## src/rtl/instr_decode_pkg.sv

```systemverilog
// Core-wide types and constants used by the decode stage.
// Holds the datapath widths, the register-file read request type, the
// decoded-operation bundle, the ALU operation encoding and the RV32I
// opcode / funct3 / funct7 constants.
package instr_decode_pkg;

  localparam int unsigned cXLEN       = 32;
  localparam int unsigned cRegSelBitW = 5;

  // Register-file read request: dv=0 makes the register file return zero.
  typedef struct packed {
    logic                   dv;
    logic [cRegSelBitW-1:0] addr;
  } tRegOp;

  typedef enum logic [3:0] {
    AluAdd,
    AluSub,
    AluSll,
    AluSlt,
    AluSltu,
    AluXor,
    AluSrl,
    AluSra,
    AluOr,
    AluAnd
  } tAluOp;

  typedef struct packed {
    logic [cXLEN-1:0]       pc;
    logic [cRegSelBitW-1:0] rdAddr;
    logic                   rdWe;
    tAluOp                  aluOp;
    logic [cXLEN-1:0]       imm;
    logic                   useImm;
    logic                   useRs1;
    logic                   useRs2;
    logic                   isLoad;
    logic                   isStore;
    logic                   isBranch;
    logic                   isJal;
    logic                   isJalr;
    logic                   isLui;
    logic                   isAuipc;
    logic [2:0]             funct3;
    logic                   illegal;
  } tDecOp;

  // Major opcodes (instruction bits 6:0).
  localparam logic [6:0] cOpLui    = 7'b0110111;
  localparam logic [6:0] cOpAuipc  = 7'b0010111;
  localparam logic [6:0] cOpJal    = 7'b1101111;
  localparam logic [6:0] cOpJalr   = 7'b1100111;
  localparam logic [6:0] cOpBranch = 7'b1100011;
  localparam logic [6:0] cOpLoad   = 7'b0000011;
  localparam logic [6:0] cOpStore  = 7'b0100011;
  localparam logic [6:0] cOpOpImm  = 7'b0010011;
  localparam logic [6:0] cOpOp     = 7'b0110011;
  localparam logic [6:0] cOpFence  = 7'b0001111;

  // ALU funct3 values (OP / OP-IMM).
  localparam logic [2:0] cF3AddSub = 3'b000;
  localparam logic [2:0] cF3Sll    = 3'b001;
  localparam logic [2:0] cF3Slt    = 3'b010;
  localparam logic [2:0] cF3Sltu   = 3'b011;
  localparam logic [2:0] cF3Xor    = 3'b100;
  localparam logic [2:0] cF3SrlSra = 3'b101;
  localparam logic [2:0] cF3Or     = 3'b110;
  localparam logic [2:0] cF3And    = 3'b111;

  // Load / store / jalr funct3 values.
  localparam logic [2:0] cF3Lb   = 3'b000;
  localparam logic [2:0] cF3Lh   = 3'b001;
  localparam logic [2:0] cF3Lw   = 3'b010;
  localparam logic [2:0] cF3Lbu  = 3'b100;
  localparam logic [2:0] cF3Lhu  = 3'b101;
  localparam logic [2:0] cF3Sw   = 3'b010;
  localparam logic [2:0] cF3Jalr = 3'b000;

  // Branch funct3 encodings with no defined instruction.
  localparam logic [2:0] cF3BrRsv0 = 3'b010;
  localparam logic [2:0] cF3BrRsv1 = 3'b011;

  localparam logic [6:0] cF7Base = 7'b0000000;
  localparam logic [6:0] cF7Alt  = 7'b0100000;

  // alt selects SUB over ADD and SRA over SRL; ignored for other funct3.
  function automatic tAluOp aluFromFunct3(input logic [2:0] f3, input logic alt);
    tAluOp op;
    case (f3)
      cF3AddSub: op = alt ? AluSub : AluAdd;
      cF3Sll:    op = AluSll;
      cF3Slt:    op = AluSlt;
      cF3Sltu:   op = AluSltu;
      cF3Xor:    op = AluXor;
      cF3SrlSra: op = alt ? AluSra : AluSrl;
      cF3Or:     op = AluOr;
      default:   op = AluAnd;
    endcase
    return op;
  endfunction

endpackage

```

## src/rtl/instr_decode_imm_gen.sv

```systemverilog
// Immediate generator for the decode stage.
// Selects the immediate format from the opcode and sign-extends it to pXLEN.
//   iInstr  raw 32-bit instruction word
//   oImm    sign-extended immediate (U-type: imm[31:12] followed by 12 zeros,
//           zero for formats without an immediate)
module instr_decode_imm_gen
  import instr_decode_pkg::*;
#(
  parameter int unsigned pXLEN = cXLEN
) (
  input  logic [31:0]      iInstr,
  output logic [pXLEN-1:0] oImm
);

  logic signed [31:0] imm32;

  always_comb begin
    imm32 = '0;
    case (iInstr[6:0])
      cOpLui, cOpAuipc: imm32 = {iInstr[31:12], 12'b0};
      cOpJal:           imm32 = {{11{iInstr[31]}}, iInstr[31], iInstr[19:12], iInstr[20],
                                 iInstr[30:21], 1'b0};
      cOpBranch:        imm32 = {{19{iInstr[31]}}, iInstr[31], iInstr[7], iInstr[30:25],
                                 iInstr[11:8], 1'b0};
      cOpStore:         imm32 = {{20{iInstr[31]}}, iInstr[31:25], iInstr[11:7]};
      cOpJalr, cOpLoad, cOpOpImm:
                        imm32 = {{20{iInstr[31]}}, iInstr[31:20]};
      default:          imm32 = '0;
    endcase
  end

  // Signed size cast sign-extends when pXLEN exceeds 32.
  assign oImm = pXLEN'(imm32);

endmodule

```

## src/rtl/instr_decode.sv

```systemverilog
// RV32I decode stage with a single-entry output pipeline register.
//   iClk / iRst       core clock, asynchronous active-low reset
//   iValid / oReady   fetch handshake carrying iInstr and iPc
//   iFlush            drops both the held op and the incoming word
//   oValid / iReady   execute handshake carrying oDec
//   oDec              registered decoded-operation bundle
//   oRs1 / oRs2       registered register-file read requests, aligned with oDec
module instr_decode
  import instr_decode_pkg::*;
#(
  parameter int unsigned pXLEN       = cXLEN,
  parameter int unsigned pRegSelBitW = cRegSelBitW
) (
  input  logic             iClk,
  input  logic             iRst,
  input  logic             iValid,
  output logic             oReady,
  input  logic [31:0]      iInstr,
  input  logic [pXLEN-1:0] iPc,
  input  logic             iFlush,
  output logic             oValid,
  input  logic             iReady,
  output tDecOp            oDec,
  output tRegOp            oRs1,
  output tRegOp            oRs2
);

  // The bundle and request types are sized by the package widths.
  if (pXLEN != cXLEN || pRegSelBitW != cRegSelBitW) begin : gBadParams
    $error("instr_decode: pXLEN/pRegSelBitW must match cXLEN/cRegSelBitW");
  end

  logic [6:0]       opcode;
  logic [2:0]       funct3;
  logic [6:0]       funct7;
  logic [4:0]       rdF;
  logic [4:0]       rs1F;
  logic [4:0]       rs2F;
  logic [pXLEN-1:0] imm;

  assign opcode = iInstr[6:0];
  assign rdF    = iInstr[11:7];
  assign funct3 = iInstr[14:12];
  assign rs1F   = iInstr[19:15];
  assign rs2F   = iInstr[24:20];
  assign funct7 = iInstr[31:25];

  instr_decode_imm_gen #(
    .pXLEN(pXLEN)
  ) uImmGen (
    .iInstr(iInstr),
    .oImm  (imm)
  );

  // Control decode of the incoming word.
  tDecOp decNew;
  tRegOp rs1New;
  tRegOp rs2New;
  logic  illegal;
  logic  hasRd;
  logic  isShift;

  always_comb begin
    decNew        = '0;
    decNew.pc     = iPc;
    decNew.rdAddr = rdF;
    decNew.funct3 = funct3;
    decNew.imm    = imm;
    decNew.aluOp  = AluAdd;
    illegal       = 1'b0;
    hasRd         = 1'b0;
    isShift       = (funct3 == cF3Sll) || (funct3 == cF3SrlSra);
    // Every listed opcode ends in 2'b11, so iInstr[1:0] != 2'b11 lands in default.
    case (opcode)
      cOpLui: begin
        hasRd         = 1'b1;
        decNew.useImm = 1'b1;
        decNew.isLui  = 1'b1;
      end
      cOpAuipc: begin
        hasRd          = 1'b1;
        decNew.useImm  = 1'b1;
        decNew.isAuipc = 1'b1;
      end
      cOpJal: begin
        hasRd         = 1'b1;
        decNew.useImm = 1'b1;
        decNew.isJal  = 1'b1;
      end
      cOpJalr: begin
        hasRd         = 1'b1;
        decNew.useRs1 = 1'b1;
        decNew.useImm = 1'b1;
        decNew.isJalr = 1'b1;
        illegal       = (funct3 != cF3Jalr);
      end
      cOpBranch: begin
        decNew.useRs1   = 1'b1;
        decNew.useRs2   = 1'b1;
        decNew.isBranch = 1'b1;
        decNew.aluOp    = AluSub;
        illegal         = (funct3 == cF3BrRsv0) || (funct3 == cF3BrRsv1);
      end
      cOpLoad: begin
        hasRd         = 1'b1;
        decNew.useRs1 = 1'b1;
        decNew.useImm = 1'b1;
        decNew.isLoad = 1'b1;
        illegal       = !(funct3 inside {cF3Lb, cF3Lh, cF3Lw, cF3Lbu, cF3Lhu});
      end
      cOpStore: begin
        decNew.useRs1  = 1'b1;
        decNew.useRs2  = 1'b1;
        decNew.useImm  = 1'b1;
        decNew.isStore = 1'b1;
        illegal        = (funct3 > cF3Sw);
      end
      cOpOpImm: begin
        hasRd         = 1'b1;
        decNew.useRs1 = 1'b1;
        decNew.useImm = 1'b1;
        // Only shifts carry a funct7 field; other OP-IMM words use those bits as imm.
        decNew.aluOp  = aluFromFunct3(funct3, (funct3 == cF3SrlSra) && funct7[5]);
        if (isShift) begin
          illegal = !((funct7 == cF7Base) || (funct7 == cF7Alt && funct3 == cF3SrlSra));
        end
      end
      cOpOp: begin
        hasRd         = 1'b1;
        decNew.useRs1 = 1'b1;
        decNew.useRs2 = 1'b1;
        decNew.aluOp  = aluFromFunct3(funct3, funct7 == cF7Alt);
        illegal       = !((funct7 == cF7Base) ||
                          (funct7 == cF7Alt &&
                           (funct3 == cF3AddSub || funct3 == cF3SrlSra)));
      end
      cOpFence: begin
        // Executes as a NOP in this in-order core.
      end
      default: illegal = 1'b1;
    endcase

    if (illegal) begin
      hasRd           = 1'b0;
      decNew.useRs1   = 1'b0;
      decNew.useRs2   = 1'b0;
      decNew.isLoad   = 1'b0;
      decNew.isStore  = 1'b0;
      decNew.isBranch = 1'b0;
      decNew.isJal    = 1'b0;
      decNew.isJalr   = 1'b0;
      decNew.isLui    = 1'b0;
      decNew.isAuipc  = 1'b0;
    end
    decNew.illegal = illegal;
    decNew.rdWe    = hasRd && (rdF != '0);

    // x0 reads are suppressed here so the register file never depends on rf[0].
    rs1New.addr = rs1F;
    rs1New.dv   = decNew.useRs1 && (rs1F != '0);
    rs2New.addr = rs2F;
    rs2New.dv   = decNew.useRs2 && (rs2F != '0);
  end

  // Output pipeline register.
  logic  validQ;
  logic  validD;
  tDecOp decQ;
  tDecOp decD;
  tRegOp rs1Q;
  tRegOp rs1D;
  tRegOp rs2Q;
  tRegOp rs2D;
  logic  accept;
  logic  xferOut;

  assign oReady  = !validQ || iReady;
  assign accept  = iValid && oReady;
  assign xferOut = validQ && iReady;

  always_comb begin
    validD = validQ;
    decD   = decQ;
    rs1D   = rs1Q;
    rs2D   = rs2Q;
    if (iFlush) begin
      validD  = 1'b0;
      rs1D.dv = 1'b0;
      rs2D.dv = 1'b0;
    end else if (accept) begin
      validD = 1'b1;
      decD   = decNew;
      rs1D   = rs1New;
      rs2D   = rs2New;
    end else if (xferOut) begin
      validD  = 1'b0;
      rs1D.dv = 1'b0;
      rs2D.dv = 1'b0;
    end
  end

  always_ff @(posedge iClk or negedge iRst) begin
    if (!iRst) begin
      validQ <= 1'b0;
      decQ   <= '0;
      rs1Q   <= '0;
      rs2Q   <= '0;
    end else begin
      validQ <= validD;
      decQ   <= decD;
      rs1Q   <= rs1D;
      rs2Q   <= rs2D;
    end
  end

  assign oValid = validQ;
  assign oDec   = decQ;
  assign oRs1   = rs1Q;
  assign oRs2   = rs2Q;

endmodule

```

## config.mk

```make
export PLATFORM = sky130hd
export DESIGN_NAME = instr_decode
export DESIGN_NICKNAME = d
export VERILOG_FILES = /design/src/rtl/instr_decode_pkg.sv /design/src/rtl/instr_decode_imm_gen.sv /design/src/rtl/instr_decode.sv
export SDC_FILE = /design/constraint.sdc
export NUM_CORES = 1
export LEC_CHECK = 0
export CAP_MARGIN = 0
export CORE_MARGIN = 1.5
export CORE_UTILIZATION = 25
export CTS_BUF_LIST = sky130_fd_sc_hd__clkbuf_8
export DETAILED_ROUTE_END_ITERATION = 7
export PLACE_DENSITY = 0.58
export SETUP_SLACK_MARGIN = 0.2
export SLEW_MARGIN = 10
export SYNTH_ARGS = -nofsm -noshare
export SYNTH_HDL_FRONTEND = slang
export SYNTH_SLANG_ARGS = --single-unit
```

## constraint.sdc

```tcl
create_clock -name iClk -period 2.47 [get_ports iClk]
set_input_delay 0.494 -clock iClk [delete_from_list [all_inputs] [get_ports iClk]]
set_output_delay 0.494 -clock iClk [all_outputs]
set_load 0.01 [all_outputs]
```

==> flow_results.xml, run 1 <==
<?xml version="1.0" encoding="UTF-8"?>
<metrics>
  <group name="pwr">
    <metric name="power.switching" unit="mW">1.03</metric>
    <metric name="clock_network_fraction_of_total_power" unit="">0.286</metric>
    <metric name="power.ir.vdd_worst" unit="uV">275</metric>
    <metric name="power.sequential.fraction" unit="">0.494</metric>
    <metric name="power_per_standard_cell_area" unit="nW/um^2">557</metric>
    <metric name="intPower" unit="mW">2.75</metric>
    <metric name="reported_leakage_power" unit="nW">3.04</metric>
    <metric name="power.share.switching" unit="">0.272</metric>
    <metric name="combPwrFrac" unit="">0.220</metric>
  </group>
  <group name="floorplanning">
    <metric name="design.die.area" unit="um^2">18100</metric>
    <metric name="die_width" unit="um">135</metric>
    <metric name="io-pin-count" unit="">171</metric>
    <metric name="core_region_area" unit="um^2">16800</metric>
    <metric name="initial_core_util" unit="">0.259</metric>
    <metric name="rows" unit="">47</metric>
    <metric name="die_height" unit="um">135</metric>
  </group>
  <group name="yosys">
    <metric name="synth_seq_cells" unit="">101</metric>
    <metric name="syn-mean-instance-area" unit="um^2">9.43</metric>
    <metric name="asr_flop_ratio_synth" unit="">1.00</metric>
    <metric name="post_synth_instance_area" unit="um^2">4340</metric>
    <metric name="synthDistinctLibCells" unit="">44</metric>
    <metric name="yosys.area.top_type_share" unit="">0.583</metric>
    <metric name="synth_top_flop_cell" unit="">sky130_fd_sc_hd__dfrtp_1</metric>
    <metric name="synth_enable_flop_cells" unit="">0</metric>
    <metric name="post_synth_inst_count" unit="">460</metric>
    <metric name="synth_sequential_area_ratio" unit="">0.583</metric>
    <metric name="yosys_warnings" unit="">0</metric>
    <metric name="synthDominantAreaCellType" unit="">sky130_fd_sc_hd__dfrtp_1</metric>
    <metric name="mappedNetlistNets" unit="">529</metric>
    <metric name="post_synth_main_area_contributors" unit="">sky130_fd_sc_hd__dfrtp_1 58%, sky130_fd_sc_hd__nand2_1 15%, sky130_fd_sc_hd__nand3_1 2.4%</metric>
  </group>
  <group name="sta">
    <metric name="report.final.hold_viol_count" unit="">0</metric>
    <metric name="slew_headroom" unit="">0.586</metric>
    <metric name="report.final.setup_viol" unit="">0</metric>
    <metric name="final-max-slew-violation-count" unit="">0</metric>
    <metric name="period_share" unit="">0.899</metric>
    <metric name="fin_ws" unit="ns">0.249</metric>
    <metric name="finalClockSkew" unit="ns">0.0108</metric>
    <metric name="min_period" unit="ns">2.22</metric>
    <metric name="rsz_0062_raised_after_global_routing" unit="">true</metric>
    <metric name="final.hold.worst_slack" unit="ns">0.0245</metric>
    <metric name="worst-slew-pin-transition" unit="ns">0.621</metric>
    <metric name="max_freq" unit="MHz">450</metric>
  </group>
  <group name="clock_tree">
    <metric name="tritoncts" unit="">done</metric>
    <metric name="numClockSinks" unit="">101</metric>
    <metric name="cts_max_path_buffers" unit="">2</metric>
    <metric name="cts-root-buf" unit="">sky130_fd_sc_hd__clkbuf_8</metric>
    <metric name="worst_skew_pair.late_latency" unit="ns">0.38</metric>
    <metric name="clock_tree.htree_level_count" unit="">3</metric>
    <metric name="cts_inserted_buffers" unit="">9</metric>
    <metric name="cts.repair_timing.setup_buffer_count" unit="">0</metric>
    <metric name="cts_clock_pin_slew_for_the_worst_setup_and_hold_paths" unit="ns">0.09</metric>
  </group>
  <group name="min_path">
    <metric name="hold_class" unit="">input port to async pin</metric>
  </group>
  <group name="cells_and_area">
    <metric name="final.fill_count" unit="">1642</metric>
    <metric name="area_delta_synth_final" unit="%">56.2</metric>
    <metric name="antennaDiodeCount" unit="">0</metric>
    <metric name="nets" unit="">725</metric>
    <metric name="drive_gt1_frac" unit="">0.102</metric>
    <metric name="multi_input_gate_area" unit="um^2">1710</metric>
    <metric name="regArea" unit="um^2">2530</metric>
  </group>
  <group name="worst_setup_path">
    <metric name="worst-path-max-fanout" unit="">5</metric>
    <metric name="data_arrival_time_of_the_worst_path" unit="ns">2.49</metric>
    <metric name="critical_path_depth" unit="">7</metric>
    <metric name="crit_slowest_cell" unit="">sky130_fd_sc_hd__or4_4</metric>
    <metric name="worst_path_most_repeated_cell" unit="">sky130_fd_sc_hd__o31ai_1</metric>
    <metric name="path_buf_inv" unit="">2</metric>
    <metric name="cell_count_of_the_worst_reg_to_reg_path" unit="">7</metric>
    <metric name="setup.worst_path.start_class" unit="">input port</metric>
    <metric name="regToRegSetupSlack" unit="ns">0.42</metric>
    <metric name="crit_path_cell_trace" unit="">clkdlybuf4s50_1 &gt; or4_4 &gt; nor3_4 &gt; a21boi_1 &gt; o31ai_1 &gt; buf_4 &gt; o31ai_1</metric>
    <metric name="setup.worst_path.class" unit="">input port to flop</metric>
    <metric name="max_stage_delay" unit="ns">0.58</metric>
    <metric name="cp_data_required_time" unit="ns">2.74</metric>
    <metric name="critPathTopFamily" unit="">simple AND/OR/NAND/NOR gates</metric>
    <metric name="worst_setup_path_end_kind" unit="">flop</metric>
  </group>
  <group name="route">
    <metric name="drtIter0Drc" unit="">217</metric>
    <metric name="routed_vias_inst" unit="">4.64</metric>
    <metric name="routed_wire_length_per_instance" unit="um">16.2</metric>
    <metric name="drc_errors" unit="">0</metric>
    <metric name="routed-via-count" unit="">4081</metric>
    <metric name="antenna_left" unit="">0</metric>
    <metric name="totalWireLength" unit="um">14200</metric>
    <metric name="drt_pre_antenna_iters" unit="">4</metric>
  </group>
  <group name="run">
    <metric name="timing.max_cap.violations" unit="">0</metric>
  </group>
  <group name="global_routing">
    <metric name="first_global_vias" unit="">4080</metric>
    <metric name="grt_overflow_total" unit="">0</metric>
    <metric name="antenna_found_initial" unit="">0</metric>
    <metric name="grt_max_degree" unit="">61</metric>
    <metric name="grt_pass1_wl" unit="um">22300</metric>
    <metric name="track_usage" unit="">0.159</metric>
  </group>
  <group name="placed_design">
    <metric name="place_congestion" unit="">0.847</metric>
    <metric name="place_worst_setup_slack" unit="ns">-0.202</metric>
    <metric name="detailed_place_hpwl" unit="um">10600</metric>
    <metric name="port_buffers" unit="">170</metric>
  </group>
  <group name="outcome">
    <metric name="run_status" unit="">complete, no violations</metric>
  </group>
</metrics>
-- power groups by stage --
stage | registers (mW) | logic (mW) | clock network, mW
2_1_floorplan | 1.96 | 0.210 | 0
3_3_place_gp | 1.89 | 0.825 | 0
3_5_place_dp | 1.90 | 0.835 | 0
4_1_cts | 1.87 | 0.839 | 1.13
5_1_grt | 1.88 | 0.903 | 1.19
6_report | 1.87 | 0.830 | 1.08
-- cells by family after synthesis --
| kind of cell | Yosys count | synth area share |
|---|---|---|
| AOI/OAI and AO/OA | 79 | 0.138 |
| DFF | 101 | 0.583 |
| muxes | 1 | 0.00260 |
| and+or+nand+nor | 248 | 0.248 |
| buffers and inverters | 31 | 0.0283 |
-- timing repair --
action | in CTS | in global routing
endpoints found under the setup margin | 1 | 13
pin swaps | 0 | 1
hold buffers | 0 | 0
gates resized for setup | 1 | 5
hold endpoints to repair | 0 | 0
cloned | 0 | 0
-- state kept, by name (all words and copies together) (netlist names) --
name	count
oRs1	6
oValid	1
oDec	88
oRs2	6
-- synth_stat cells, types with 2 or more instances --
cell type	count
sky130_fd_sc_hd__a22o_1	9
sky130_fd_sc_hd__a22oi_1	5
sky130_fd_sc_hd__a21boi_0	2
sky130_fd_sc_hd__nand4_1	2
sky130_fd_sc_hd__dfrtp_1	101
sky130_fd_sc_hd__inv_1	5
sky130_fd_sc_hd__a31oi_1	3
sky130_fd_sc_hd__o31ai_1	10
sky130_fd_sc_hd__o32a_1	2
sky130_fd_sc_hd__o211ai_1	2
sky130_fd_sc_hd__clkbuf_1	21
sky130_fd_sc_hd__nand3b_1	2
sky130_fd_sc_hd__o21ai_0	19
sky130_fd_sc_hd__or4_1	3
sky130_fd_sc_hd__nor3b_1	2
sky130_fd_sc_hd__nand2b_1	3
sky130_fd_sc_hd__buf_2	5
sky130_fd_sc_hd__nand2_1	179
sky130_fd_sc_hd__a21oi_1	8
sky130_fd_sc_hd__nor3_1	4
sky130_fd_sc_hd__a221o_1	9
sky130_fd_sc_hd__nor2b_1	2
sky130_fd_sc_hd__nand3_1	21
sky130_fd_sc_hd__a32o_1	2
sky130_fd_sc_hd__nor2_1	18
sky130_fd_sc_hd__nor4_1	2
sky130_fd_sc_hd__a211oi_1	2
-- cell usage in the layout, fill, tap and decap left out, types with 3 or more instances in the layout --
cell type,count
sky130_fd_sc_hd__buf_4,39
sky130_fd_sc_hd__a31oi_1,3
sky130_fd_sc_hd__a22oi_1,5
sky130_fd_sc_hd__a22o_1,9
sky130_fd_sc_hd__a21oi_1,8
sky130_fd_sc_hd__buf_12,3
sky130_fd_sc_hd__nand2b_1,3
sky130_fd_sc_hd__clkbuf_8,11
sky130_fd_sc_hd__clkdlybuf4s50_1,169
sky130_fd_sc_hd__o21ai_0,19
sky130_fd_sc_hd__nor2_1,17
sky130_fd_sc_hd__nand2_1,179
sky130_fd_sc_hd__nand3_1,21
sky130_fd_sc_hd__a221o_1,9
sky130_fd_sc_hd__inv_1,5
sky130_fd_sc_hd__o31ai_1,10
sky130_fd_sc_hd__nor3_1,3
sky130_fd_sc_hd__dfrtp_1,101
-- layout make-up --
cell class / instances / share of cell area
multi-input combinational: 328 / 0.253
clock inverter: 3 / 0.00683
sequential: 101 / 0.373
clock buffer: 11 / 0.0223
inverter: 5 / 0.00277
tap: 220 / 0.0406
timing repair buffer: 211 / 0.302
-- layer usage --
metal / up-vias / part of all wire / global-route usage / wire length (um)
li1: 1962 / - / - / -
met1: 1949 / 0.45 / 0.213 / 6370
met2: 152 / 0.46 / 0.246 / 6540
met3: 18 / 0.075 / 0.0465 / 1070
met4: 0 / 0.019 / 0.0532 / 267
met5: - / 0 / 0 / 0
-- metrics by stage --
stage	utilization	TNS (ns)	area [um^2]	power [mW]	cells
2_1_floorplan	-	0	4340	2.17	460
3_3_place_gp	0.391	-0.768	6560	2.72	865
3_5_place_dp	0.391	-1.43	6560	2.73	865
4_1_cts	0.403	0	6760	3.84	879
5_1_grt	0.404	0	6780	3.98	879
6_report	0.404	0	6780	3.77	879
-- path summary, 6_finish.rpt --
kind | from | to
max | iInstr[31] | oRs2[5]
min | iRst | oDec[8]
max reg2reg | oValid | oRs2[5]
min reg2reg | oDec[80] | oDec[80]
max in group asynchronous | iRst | oDec[75]
min in group iClk | oDec[80] | oDec[80]
No activity file was read; power rests on OpenSTA's default activity.
==> inputs of run 2 (changes only) <==
--- a/config.mk
+++ b/config.mk
@@ -10,9 +10,11 @@
 export CORE_UTILIZATION = 25
 export CTS_BUF_LIST = sky130_fd_sc_hd__clkbuf_8
 export DETAILED_ROUTE_END_ITERATION = 7
-export PLACE_DENSITY = 0.58
+export DONT_BUFFER_PORTS = 1
+export PLACE_DENSITY = 0.45
 export SETUP_SLACK_MARGIN = 0.2
 export SLEW_MARGIN = 10
 export SYNTH_ARGS = -nofsm -noshare
 export SYNTH_HDL_FRONTEND = slang
+export SYNTH_HIERARCHICAL = 1
 export SYNTH_SLANG_ARGS = --single-unit
==> run 2 against run 1 <==
  * The flow now finishes with violations (negative hold slack)
  * Cell count fell by 12%
  * Worst setup slack improved by 0.22 ns
  * Die area rose by 8.7%
  * Total power fell by 10%
  * Critical path depth fell by 1
  * Sequential share of layout area rose by 12 points
  * Largest cell class unchanged
==> flow_results.xml, run 2 <==
<?xml version="1.0" encoding="UTF-8"?>
<metrics>
  <group name="floorplanning">
    <metric name="die_width" unit="um">140</metric>
    <metric name="design.die.area" unit="um^2">19700</metric>
    <metric name="initial_core_util" unit="">0.254</metric>
    <metric name="die_height" unit="um">140</metric>
    <metric name="rows" unit="">50</metric>
    <metric name="core_region_area" unit="um^2">18600</metric>
    <metric name="io-pin-count" unit="">171</metric>
  </group>
  <group name="sta">
    <metric name="min_period" unit="ns">2.00</metric>
    <metric name="report.final.setup_viol" unit="">0</metric>
    <metric name="finalClockSkew" unit="ns">0.0183</metric>
    <metric name="final.hold.worst_slack" unit="ns">-0.225</metric>
    <metric name="slew_headroom" unit="">0.573</metric>
    <metric name="max_freq" unit="MHz">499</metric>
    <metric name="fin_ws" unit="ns">0.466</metric>
    <metric name="timing.setup.tns" unit="ns">0</metric>
    <metric name="period_share" unit="">0.811</metric>
    <metric name="final-max-slew-violation-count" unit="">0</metric>
    <metric name="rsz_0062_raised_after_global_routing" unit="">false</metric>
    <metric name="worst-slew-pin-transition" unit="ns">0.637</metric>
    <metric name="report.final.hold_viol_count" unit="">101</metric>
  </group>
  <group name="worst_setup_path">
    <metric name="timing.rr.start" unit="">oValid</metric>
    <metric name="setup.worst_path.class" unit="">flop to flop</metric>
    <metric name="worstSetupStartpoint" unit="">oValid</metric>
    <metric name="regToRegSetupSlack" unit="ns">0.47</metric>
    <metric name="data_arrival_time_of_the_worst_path" unit="ns">2.29</metric>
    <metric name="cell_count_of_the_worst_reg_to_reg_path" unit="">6</metric>
    <metric name="worst-path-max-fanout" unit="">3</metric>
    <metric name="setup.worst_path.start_class" unit="">flop</metric>
    <metric name="reg2reg_to" unit="">oRs1[5]</metric>
    <metric name="worst_setup_path_end_kind" unit="">flop</metric>
    <metric name="cp_data_required_time" unit="ns">2.75</metric>
  </group>
  <group name="global_routing">
    <metric name="track_usage" unit="">0.150</metric>
    <metric name="grt_pass1_wl" unit="um">22400</metric>
    <metric name="grt_overflow_total" unit="">0</metric>
    <metric name="antenna_found_initial" unit="">0</metric>
    <metric name="grt_max_degree" unit="">103</metric>
    <metric name="first_global_vias" unit="">3824</metric>
  </group>
  <group name="placed_design">
    <metric name="port_buffers" unit="">0</metric>
    <metric name="place_worst_setup_slack" unit="ns">0.454</metric>
    <metric name="detailed_place_hpwl" unit="um">9930</metric>
    <metric name="place_congestion" unit="">0.796</metric>
    <metric name="placement.cell_area" unit="um^2">4910</metric>
  </group>
  <group name="yosys">
    <metric name="post_synth_instance_area" unit="um^2">4720</metric>
    <metric name="yosys.area.top_type_share" unit="">0.535</metric>
    <metric name="dominant_cell_by_count_in_the_synthesized_netlist" unit="">sky130_fd_sc_hd__nand2_1</metric>
    <metric name="synth_top_flop_cell" unit="">sky130_fd_sc_hd__dfrtp_1</metric>
    <metric name="synthDistinctLibCells" unit="">59</metric>
    <metric name="synth-xor-area-share" unit="">0.00371</metric>
    <metric name="netlist_top_cells_count" unit="">283 x sky130_fd_sc_hd__nand2_1, 101 x sky130_fd_sc_hd__dfrtp_1, 23 x sky130_fd_sc_hd__clkbuf_1</metric>
    <metric name="synth_sequential_area_ratio" unit="">0.535</metric>
    <metric name="synth-simple-area-share" unit="">0.315</metric>
    <metric name="asr_flop_ratio_synth" unit="">1.00</metric>
    <metric name="syn-mean-instance-area" unit="um^2">8.48</metric>
    <metric name="synth_seq_cells" unit="">101</metric>
    <metric name="post_synth_inst_count" unit="">557</metric>
    <metric name="synth_enable_flop_cells" unit="">0</metric>
    <metric name="post_synth_main_area_contributors" unit="">sky130_fd_sc_hd__dfrtp_1 54%, sky130_fd_sc_hd__nand2_1 23%, sky130_fd_sc_hd__a21o_1 2.7%</metric>
    <metric name="combinational_family_with_the_most_area_after_synthesis" unit="">simple AND/OR/NAND/NOR gates</metric>
    <metric name="synthDominantAreaCellType" unit="">sky130_fd_sc_hd__dfrtp_1</metric>
    <metric name="synth-compound-area-share" unit="">0.109</metric>
    <metric name="synth_fa_ha_area_frac" unit="">0</metric>
    <metric name="yosys_warnings" unit="">6</metric>
    <metric name="mappedNetlistNets" unit="">626</metric>
    <metric name="yosys-mux-area-fraction" unit="">0.00212</metric>
  </group>
  <group name="pwr">
    <metric name="reported_leakage_power" unit="nW">2.64</metric>
    <metric name="post-layout-total-power" unit="mW">3.39</metric>
    <metric name="power_per_standard_cell_area" unit="nW/um^2">663</metric>
    <metric name="power.ir.vdd_worst" unit="uV">232</metric>
  </group>
  <group name="route">
    <metric name="routed-via-count" unit="">3680</metric>
    <metric name="drtIter0Drc" unit="">185</metric>
    <metric name="antenna_left" unit="">0</metric>
    <metric name="drc_errors" unit="">0</metric>
    <metric name="routed_vias_inst" unit="">4.74</metric>
    <metric name="drt_pre_antenna_iters" unit="">4</metric>
    <metric name="totalWireLength" unit="um">14300</metric>
    <metric name="routed_wire_length_per_instance" unit="um">18.3</metric>
  </group>
  <group name="clock_tree">
    <metric name="cts_clock_pin_slew_for_the_worst_setup_and_hold_paths" unit="ns">0.11</metric>
    <metric name="numClockSinks" unit="">101</metric>
    <metric name="tritoncts" unit="">done</metric>
    <metric name="clock_tree.htree_level_count" unit="">3</metric>
    <metric name="cts_inserted_buffers" unit="">9</metric>
    <metric name="cts.repair_timing.setup_buffer_count" unit="">0</metric>
    <metric name="cts-resized-gates" unit="">0</metric>
    <metric name="cts_max_path_buffers" unit="">2</metric>
    <metric name="worst_skew_pair.late_latency" unit="ns">0.39</metric>
    <metric name="cts-root-buf" unit="">sky130_fd_sc_hd__clkbuf_8</metric>
  </group>
  <group name="cells_and_area">
    <metric name="final_cell_mix" unit="">283 x sky130_fd_sc_hd__nand2_1, 101 x sky130_fd_sc_hd__dfrtp_1, 17 x sky130_fd_sc_hd__a21o_1, 13 x sky130_fd_sc_hd__nor2_1</metric>
    <metric name="finish.instance_area" unit="um^2">5120</metric>
    <metric name="drive_gt1_frac" unit="">0.0663</metric>
    <metric name="final.fill_count" unit="">1989</metric>
    <metric name="nets" unit="">607</metric>
    <metric name="largest_register_ff_count" unit="">88</metric>
    <metric name="area_delta_synth_final" unit="%">8.48</metric>
    <metric name="mostFrequentLayoutCell" unit="">sky130_fd_sc_hd__nand2_1</metric>
    <metric name="antennaDiodeCount" unit="">0</metric>
  </group>
  <group name="min_path">
    <metric name="hold_class" unit="">input port to async pin</metric>
  </group>
  <group name="outcome">
    <metric name="violations" unit="">negative hold slack</metric>
    <metric name="run_status" unit="">finished with violations</metric>
  </group>
  <group name="run">
    <metric name="timing.max_cap.violations" unit="">0</metric>
  </group>
</metrics>
[run 2: cells by family after synthesis]
| logic type | Yosys count |
|---|---|
| flip-flops | 101 |
| AND/OR/NAND/NOR | 348 |
| multiplexers | 1 |
| AO/OA/AOI/OAI | 69 |
| buffers and inverters | 36 |
| XOR/XNOR | 2 |
[run 2: critical path, stage by stage (launching register included)]
cell and delay [ns]:
sky130_fd_sc_hd__dfrtp_1 0.43, sky130_fd_sc_hd__nor2b_1 0.18, sky130_fd_sc_hd__inv_1 0.14, sky130_fd_sc_hd__nand3b_1 0.21, sky130_fd_sc_hd__nor4_2 0.43, sky130_fd_sc_hd__nand4_1 0.23, sky130_fd_sc_hd__o31ai_1 0.29
[run 2: layout make-up]
class                           count  area, um^2  share of cell area
Sequential cell                   101        2530               0.494
Multi-Input combinational cell    420        2030               0.397
Tap cell                          234         293              0.0572
Clock buffer                       10         138              0.0269
Clock inverter                      6        76.3              0.0149
Timing Repair Buffer                2        40.0             0.00782
Inverter                            4        15.0             0.00293
[run 2: worst max-delay path by stage]
stage                          end  slack, ns
after floorplan           oDec[46]       0.48
after global placement     oRs1[5]       0.54
after detailed placement   oRs1[5]       0.45
after CTS                  oRs1[5]       0.45
after global routing       oRs1[5]       0.27
final                      oRs1[5]       0.47
[run 2: per-stage QoR]
| step | instances | util |
|---|---|---|
| floorplan | 557 | - |
| global placement | 761 | 0.264 |
| detailed placement | 761 | 0.264 |
| CTS | 777 | 0.276 |
| global route | 777 | 0.276 |
| finish | 777 | 0.276 |
[run 2: layer usage]
layer,vias up,global-route usage,routed length [um]
li1,1770,-,-
met1,1748,0.185,6140
met5,-,0,0
met2,146,0.235,6480
met3,16,0.0609,1400
met4,0,0.0543,237
[run 2: where the power goes]
group	switching (mW)	leakage (nW)	internal, mW
Combinational	0.166	1.22	0.102
Sequential	0.178	1.32	1.79
Clock	0.639	0.103	0.514
Total	0.983	2.64	2.41
